==> config.mk <==
export PLATFORM = sky130hd
export DESIGN_NAME = bitstream_fetch_ctrl
export DESIGN_NICKNAME = d
export VERILOG_FILES = /design/src/rtl/bitstream_fetch_ctrl.sv
export SDC_FILE = /design/constraint.sdc
export NUM_CORES = 1
export LEC_CHECK = 0
export CELL_PAD_IN_SITES_DETAIL_PLACEMENT = 1
export CELL_PAD_IN_SITES_GLOBAL_PLACEMENT = 1
export CORE_ASPECT_RATIO = 0.75
export CORE_MARGIN = 2
export CORE_UTILIZATION = 33
export DETAILED_ROUTE_END_ITERATION = 7
export HOLD_SLACK_MARGIN = 0.1
export MAX_ROUTING_LAYER = met4
export PLACE_DENSITY_LB_ADDON = 0.3
export REMOVE_ABC_BUFFERS = 1
export SLEW_MARGIN = 20
export SYNTH_ARGS = -nofsm -noshare
export SYNTH_HDL_FRONTEND = slang
export SYNTH_SLANG_ARGS = --single-unit
==> constraint.sdc <==
create_clock -name i_clk -period 3.3 [get_ports i_clk]
set_input_delay 0.66 -clock i_clk [delete_from_list [all_inputs] [get_ports i_clk]]
set_output_delay 0.66 -clock i_clk [all_outputs]
set_load 0.02 [all_outputs]
==> src/rtl/bitstream_fetch_ctrl.sv <==
// Read-side controller for the MP3 bit FIFO: serves N-bit fetch and byte-align
// requests one FIFO bit per cycle, returning an MSB-first right-justified word.
//
// state   | meaning
// --------+-----------------------------------------------------------
// S_IDLE  | ready for a request; latches length and clears counters
// S_FETCH | issuing fifo_rd strobes until issued == len
// S_DRAIN | strobes done, waiting for the last in-flight bit to land
// S_RESP  | result presented on the response channel until taken
module bitstream_fetch_ctrl #(
  parameter int MAX_LEN   = 32,
  parameter int LOW_WATER = 64
) (
  input  logic        i_clk,
  input  logic        i_rst,
  input  logic        i_req_valid,
  output logic        o_req_ready,
  input  logic [5:0]  i_req_len,
  input  logic        i_req_align,
  output logic        o_resp_valid,
  input  logic        i_resp_ready,
  output logic [31:0] o_resp_data,
  output logic [5:0]  o_resp_len,
  output logic        o_fifo_rd,
  input  logic        i_fifo_bit,
  input  logic        i_fifo_empty,
  input  logic [31:0] i_fifo_count,
  output logic        o_refill_req,
  output logic [2:0]  o_bit_pos
);

  typedef enum logic [1:0] {
    S_IDLE  = 2'd0,
    S_FETCH = 2'd1,
    S_DRAIN = 2'd2,
    S_RESP  = 2'd3
  } state_t;

  localparam logic [5:0]  MAX_LEN_W   = 6'(MAX_LEN);
  localparam logic [31:0] LOW_WATER_W = 32'(LOW_WATER);

  state_t      r_state;
  state_t      w_state_nxt;
  logic [5:0]  r_len;
  logic [5:0]  r_issued;
  logic [5:0]  r_captured;
  logic [31:0] r_shift;
  logic        r_align;
  logic        r_rd_d1;
  logic        r_refill;
  logic [2:0]  r_bit_pos;

  logic        w_accept;
  logic        w_rd;
  logic [5:0]  w_req_len_clamped;
  logic [5:0]  w_align_len;
  logic [5:0]  w_len_sel;
  logic [5:0]  w_issued_nxt;
  logic [5:0]  w_captured_nxt;

  assign w_accept          = (r_state == S_IDLE) && i_req_valid;
  assign w_req_len_clamped = (i_req_len > MAX_LEN_W) ? MAX_LEN_W : i_req_len;
  // (8 - bit_pos) mod 8 is just the 3-bit two's complement of bit_pos
  assign w_align_len       = {3'b000, 3'(3'd0 - r_bit_pos)};
  assign w_len_sel         = i_req_align ? w_align_len : w_req_len_clamped;

  assign w_rd = (r_state == S_FETCH) && (r_issued < r_len) && !i_fifo_empty;

  // Look-ahead counts let DRAIN/RESP be entered on the same edge as the last issue/capture
  assign w_issued_nxt   = r_issued + {5'b00000, w_rd};
  assign w_captured_nxt = r_captured + {5'b00000, r_rd_d1};

  always_comb begin
    w_state_nxt  = r_state;
    o_req_ready  = 1'b0;
    o_resp_valid = 1'b0;
    o_resp_data  = '0;
    o_resp_len   = '0;
    unique case (r_state)
      S_IDLE: begin
        o_req_ready = i_rst;
        if (i_req_valid) begin
          w_state_nxt = (w_len_sel == 6'd0) ? S_RESP : S_FETCH;
        end
      end
      S_FETCH: begin
        if (w_issued_nxt == r_len) begin
          w_state_nxt = S_DRAIN;
        end
      end
      S_DRAIN: begin
        if (w_captured_nxt == r_len) begin
          w_state_nxt = S_RESP;
        end
      end
      S_RESP: begin
        o_resp_valid = 1'b1;
        o_resp_data  = r_shift;
        o_resp_len   = r_len;
        if (i_resp_ready) begin
          w_state_nxt = S_IDLE;
        end
      end
      default: w_state_nxt = S_IDLE;
    endcase
  end

  always_ff @(posedge i_clk) begin
    if (!i_rst) begin
      r_state <= S_IDLE;
      r_rd_d1 <= 1'b0;
    end else begin
      r_state <= w_state_nxt;
      r_rd_d1 <= w_rd;
    end
  end

  always_ff @(posedge i_clk) begin
    if (!i_rst) begin
      r_len      <= '0;
      r_align    <= 1'b0;
      r_issued   <= '0;
      r_captured <= '0;
      r_shift    <= '0;
    end else if (w_accept) begin
      r_len      <= w_len_sel;
      r_align    <= i_req_align;
      r_issued   <= '0;
      r_captured <= '0;
      r_shift    <= '0;
    end else begin
      r_issued   <= w_issued_nxt;
      r_captured <= w_captured_nxt;
      // Align captures go to a discard path so the returned word stays zero
      if (r_rd_d1 && !r_align) begin
        r_shift <= {r_shift[30:0], i_fifo_bit};
      end
    end
  end

  always_ff @(posedge i_clk) begin
    if (!i_rst) begin
      r_bit_pos <= '0;
    end else if (r_rd_d1) begin
      r_bit_pos <= r_bit_pos + 3'd1;
    end
  end

  always_ff @(posedge i_clk) begin
    if (!i_rst) begin
      r_refill <= 1'b0;
    end else begin
      r_refill <= (i_fifo_count < LOW_WATER_W);
    end
  end

  assign o_fifo_rd    = w_rd;
  assign o_refill_req = r_refill;
  assign o_bit_pos    = r_bit_pos;

endmodule

==> summary.md <==
* 0 — total DRC errors in the routed layout
* 358 — Synth Instances
* sky130_fd_sc_hd__dfxtp_1 — leading register cell type out of synthesis
* 8.09 mm — wire length reported by the detailed router
* 8.03 sq um — Mean Syn Cell Area
* 9 — number of buffers added by the clock tree synthesis step
* 4.86 — vias per cell
* 34.0% — starting density of the core
* 49.6% — share of the core filled with cells in the final layout
* 0 — Antenna Nets Post-Route
* 41 — maximum number of pins on one net before global-route repair
* 2800 — via count of the first global-routing pass
* 0 — initial antenna violation count
* 0.440 ns — pin slew with the least headroom to its limit
* 0 — Ant. Diodes
* 1.55 mW — Internal Power
* r_state[1]$_SDFFE_PN0P_ — reg-to-reg endpoint
* 14 — count of cells along the worst register-to-register path
* 2870 sq um — post-synthesis cell area
* 0 — CTS hold repair buffers
* 0 — number of maximum-capacitance constraint violations
* 2710 — vias
* 84.8 um — floorplan die height
* 2.64 ns — Required @ worst endpoint
* 40.4% — sequential cell area fraction in the yosys report
* output pin — CP endpoint kind
* 0 ns — summed negative setup slack over all endpoints
* 12.4% — compound-gate portion of the synthesized area
* 4 — detailed-routing iteration count for the pre-antenna-repair pass
* 58 — number of sinks on the clock net
* 0 — Synthesis Warnings
* 506 — number of nets in the final layout
* 0.687 mW — Net Switching
* 8450 sq um — Core Area
* 3.15 ns — clock period minus worst slack
* 534 nW/um^2 — Cell Pwr Density
* 39.2% — clock network fraction of design power
* 29 — row cnt
* 34.2% — proportion of power drawn by flip-flops and latches
* 58 — number of storage elements in the synthesis netlist
* 542 — number of placed cells counting well taps
* 0.16 ns — slack of the worst reg-to-reg path
* done — TritonCTS clock tree
* 1.53 nW — Static Leakage
* false — unrepaired setup endpoints after global routing
* 36 — number of different library cells in the post-synthesis netlist
* 6.97% — Synth Area in Adders
* 8.44% — layout cells sized above 1
* 317 MHz — highest clock frequency the design can meet
* 0.697% — fraction of synthesized area in multiplexers
* 2 — Max clock buf depth
* 0 — final-report hold violation count
* 0 — number of max-slew violations in the final report
* simple AND/OR/NAND/NOR gates — combinational family with the most area after synthesis
* 95.6% — Tcrit/Tclk final
* 0 — number of enable-type register cells in the synthesized netlist
* 558 — fin cells
* 14.5 um — wire per inst
* 27.9% — Post-Synth Simple-Gate Area
* 9480 sq um — die area
* sky130_fd_sc_hd__clkdlybuf4s50_1 (83), sky130_fd_sc_hd__nand2_1 (73), sky130_fd_sc_hd__dfxtp_1 (58) — most used cells in the layout excluding fill and tap cells
* o_fifo_rd — crit path capture
* 26.6% — combinational share of power
* 1005 — fill cell instance count of the final layout
* 0.244 mV — peak ir drop on the vdd network
* sky130_fd_sc_hd__clkdlybuf4s50_1 — leading cell type in the layout, fill and taps excluded
* 3 — htree depth
* 0.00482 ns — Post-Route Skew
* 2 — Crit Path Max Fanout
* 70.7% — Worst slew margin
* 38 — 1st-iter DRT viols
* 0% — Async S/R FF share, synth
* 2.24 mW — total power after layout
* flop — type of origin of the critical path
* 2.49 ns — signal arrival time at the worst endpoint
* r_len[1]$_SDFFE_PN0P_ — CP Launch Point
* 0 — final setup violating endpoints
* flop to flop — Worst Hold Class
* r_len[1]$_SDFFE_PN0P_ — worst flop-to-flop path startpoint
* 0.33 ns — clk_lat worst skew
* sky130_fd_sc_hd__clkbuf_16 — CTS Root Cell
* 83 — quantity of I/O buffers inserted on ports
* 7.62% — xor and xnor area share after synthesis
* 5.70 mm — final HPWL from detailed placement
* 30.7% — Sw Share
* finished clean — outcome
* 0.814 — Placer Congestion
* 0.05 ns — clock-pin slew on the worst setup and hold paths
* 0.462 ns — worst hold margin
* 0 — sum of overflow across all layers after global routing
* 112 um — DIE WIDTH
* 90 — number of ports placed on the die boundary
* flop to output pin — critical path start-end classification
* 46.0% — Area Overhead vs Synth
* 13.2 mm — first-pass GRT wire length
* 18.0% — All-Layer GR Usage
==> power by group through the flow <==
stage / combinational, mW / clock (mW) / sequential [mW]
floorplan: 0.340 / 0 / 0.778
global placement: 0.554 / 0 / 0.776
detailed placement: 0.567 / 0 / 0.778
CTS: 0.599 / 0.901 / 0.765
global route: 0.652 / 0.929 / 0.768
finish: 0.596 / 0.877 / 0.766
==> synthesized netlist by cell type, types with 2 or more instances <==
cell type                   n  share of area (%)
sky130_fd_sc_hd__ha_1      16                7.0
sky130_fd_sc_hd__o22ai_1    2               0.44
sky130_fd_sc_hd__nor3_1     3               0.52
sky130_fd_sc_hd__nor2b_1    2               0.44
sky130_fd_sc_hd__nand2_1   73                9.5
sky130_fd_sc_hd__and2_1    34                7.4
sky130_fd_sc_hd__mux2i_1    2               0.70
sky130_fd_sc_hd__dfxtp_1   58                 40
sky130_fd_sc_hd__nand3_1    5               0.87
sky130_fd_sc_hd__xor2_1     9                2.7
sky130_fd_sc_hd__nor2_1    26                3.4
sky130_fd_sc_hd__a21o_1     4                1.0
sky130_fd_sc_hd__clkbuf_1  18                2.4
sky130_fd_sc_hd__nor3b_1    3               0.78
sky130_fd_sc_hd__nor4_1     8                1.7
sky130_fd_sc_hd__nand2b_1   3               0.65
sky130_fd_sc_hd__a211oi_1   4                1.0
sky130_fd_sc_hd__inv_1     13                1.7
sky130_fd_sc_hd__a22oi_1    2               0.52
sky130_fd_sc_hd__and3_1     4               0.87
sky130_fd_sc_hd__xnor2_1   16                4.9
sky130_fd_sc_hd__a21oi_1   39                6.8
==> kinds of logic after synthesis <==
group,Yosys count
AND/OR/NAND/NOR,167
adder cells (fa/ha/maj),16
XOR/XNOR,25
AO/OA/AOI/OAI,59
multiplexers,2
buffers and inverters,31
flip-flops,58
==> cell type report <==
class / instances / area, sq um / area share, %
multi-input cells: 269 / 1650 / 39.4
clock buffers: 14 / 274 / 6.53
repair buffers: 94 / 913 / 21.8
flip-flops and latches: 58 / 1160 / 27.7
clock inverters: 2 / 10.0 / 0.239
well taps: 108 / 135 / 3.22
inverters: 13 / 48.8 / 1.16
==> routing by layer <==
metal,vias up,wire length [um],GRT usage [%]
met4,0,144,6.40
li1,1353,-,-
met3,15,351,4.00
met1,1275,3790,21.4
met2,67,3810,30.2
met5,-,0,-
==> how the worst min path moves through the flow <==
stage	from	endpoint	slack (ns)	cells past startpoint
after floorplan	r_shift[31]$_SDFFE_PP0P_	r_shift[31]$_SDFFE_PP0P_	0.43	2
after global placement	r_shift[31]$_SDFFE_PP0P_	r_shift[31]$_SDFFE_PP0P_	0.44	2
after detailed placement	r_shift[19]$_SDFFE_PP0P_	r_shift[20]$_SDFFE_PP0P_	0.46	2
after CTS	r_shift[19]$_SDFFE_PP0P_	r_shift[20]$_SDFFE_PP0P_	0.46	2
after global routing	r_shift[26]$_SDFFE_PP0P_	r_shift[26]$_SDFFE_PP0P_	0.48	2
final	r_shift[19]$_SDFFE_PP0P_	r_shift[20]$_SDFFE_PP0P_	0.46	2
==> sequential cells by signal (all words and copies together) (netlist names) <==
signal / count
r_len: 6
r_shift: 32
r_issued: 6
r_rd_d1: 1
o_bit_pos: 3
o_refill_req: 1
r_captured: 6
r_state: 2
r_align: 1
==> what timing repair did <==
action | in CTS | in global routing
setup buffers | 0 | 0
endpoints found under the setup margin | 1 | 2
pin swaps | 3 | 5
gates resized for setup | 3 | 6
==> metrics by stage <==
| step | area [sq um] | setup WS, ns |
|---|---|---|
| final | 4200 | 0.147 |
| after global routing | 4200 | 0.0278 |
| after CTS | 4160 | 0.00475 |
| after detailed placement | 3860 | 0.0702 |
| after global placement | 3860 | 0.158 |
| after floorplan | 2810 | 0.0186 |
==> critical path: stages (launching register included) <==
cell,delay [ns]
sky130_fd_sc_hd__dfxtp_1,0.33
sky130_fd_sc_hd__inv_1,0.07
sky130_fd_sc_hd__ha_1,0.29
sky130_fd_sc_hd__a21o_1,0.16
sky130_fd_sc_hd__a21o_1,0.17
sky130_fd_sc_hd__a21o_1,0.17
sky130_fd_sc_hd__a21o_1,0.20
sky130_fd_sc_hd__a21oi_2,0.15
sky130_fd_sc_hd__clkdlybuf4s50_1,0.62
Power figures use the tool's default switching activity.
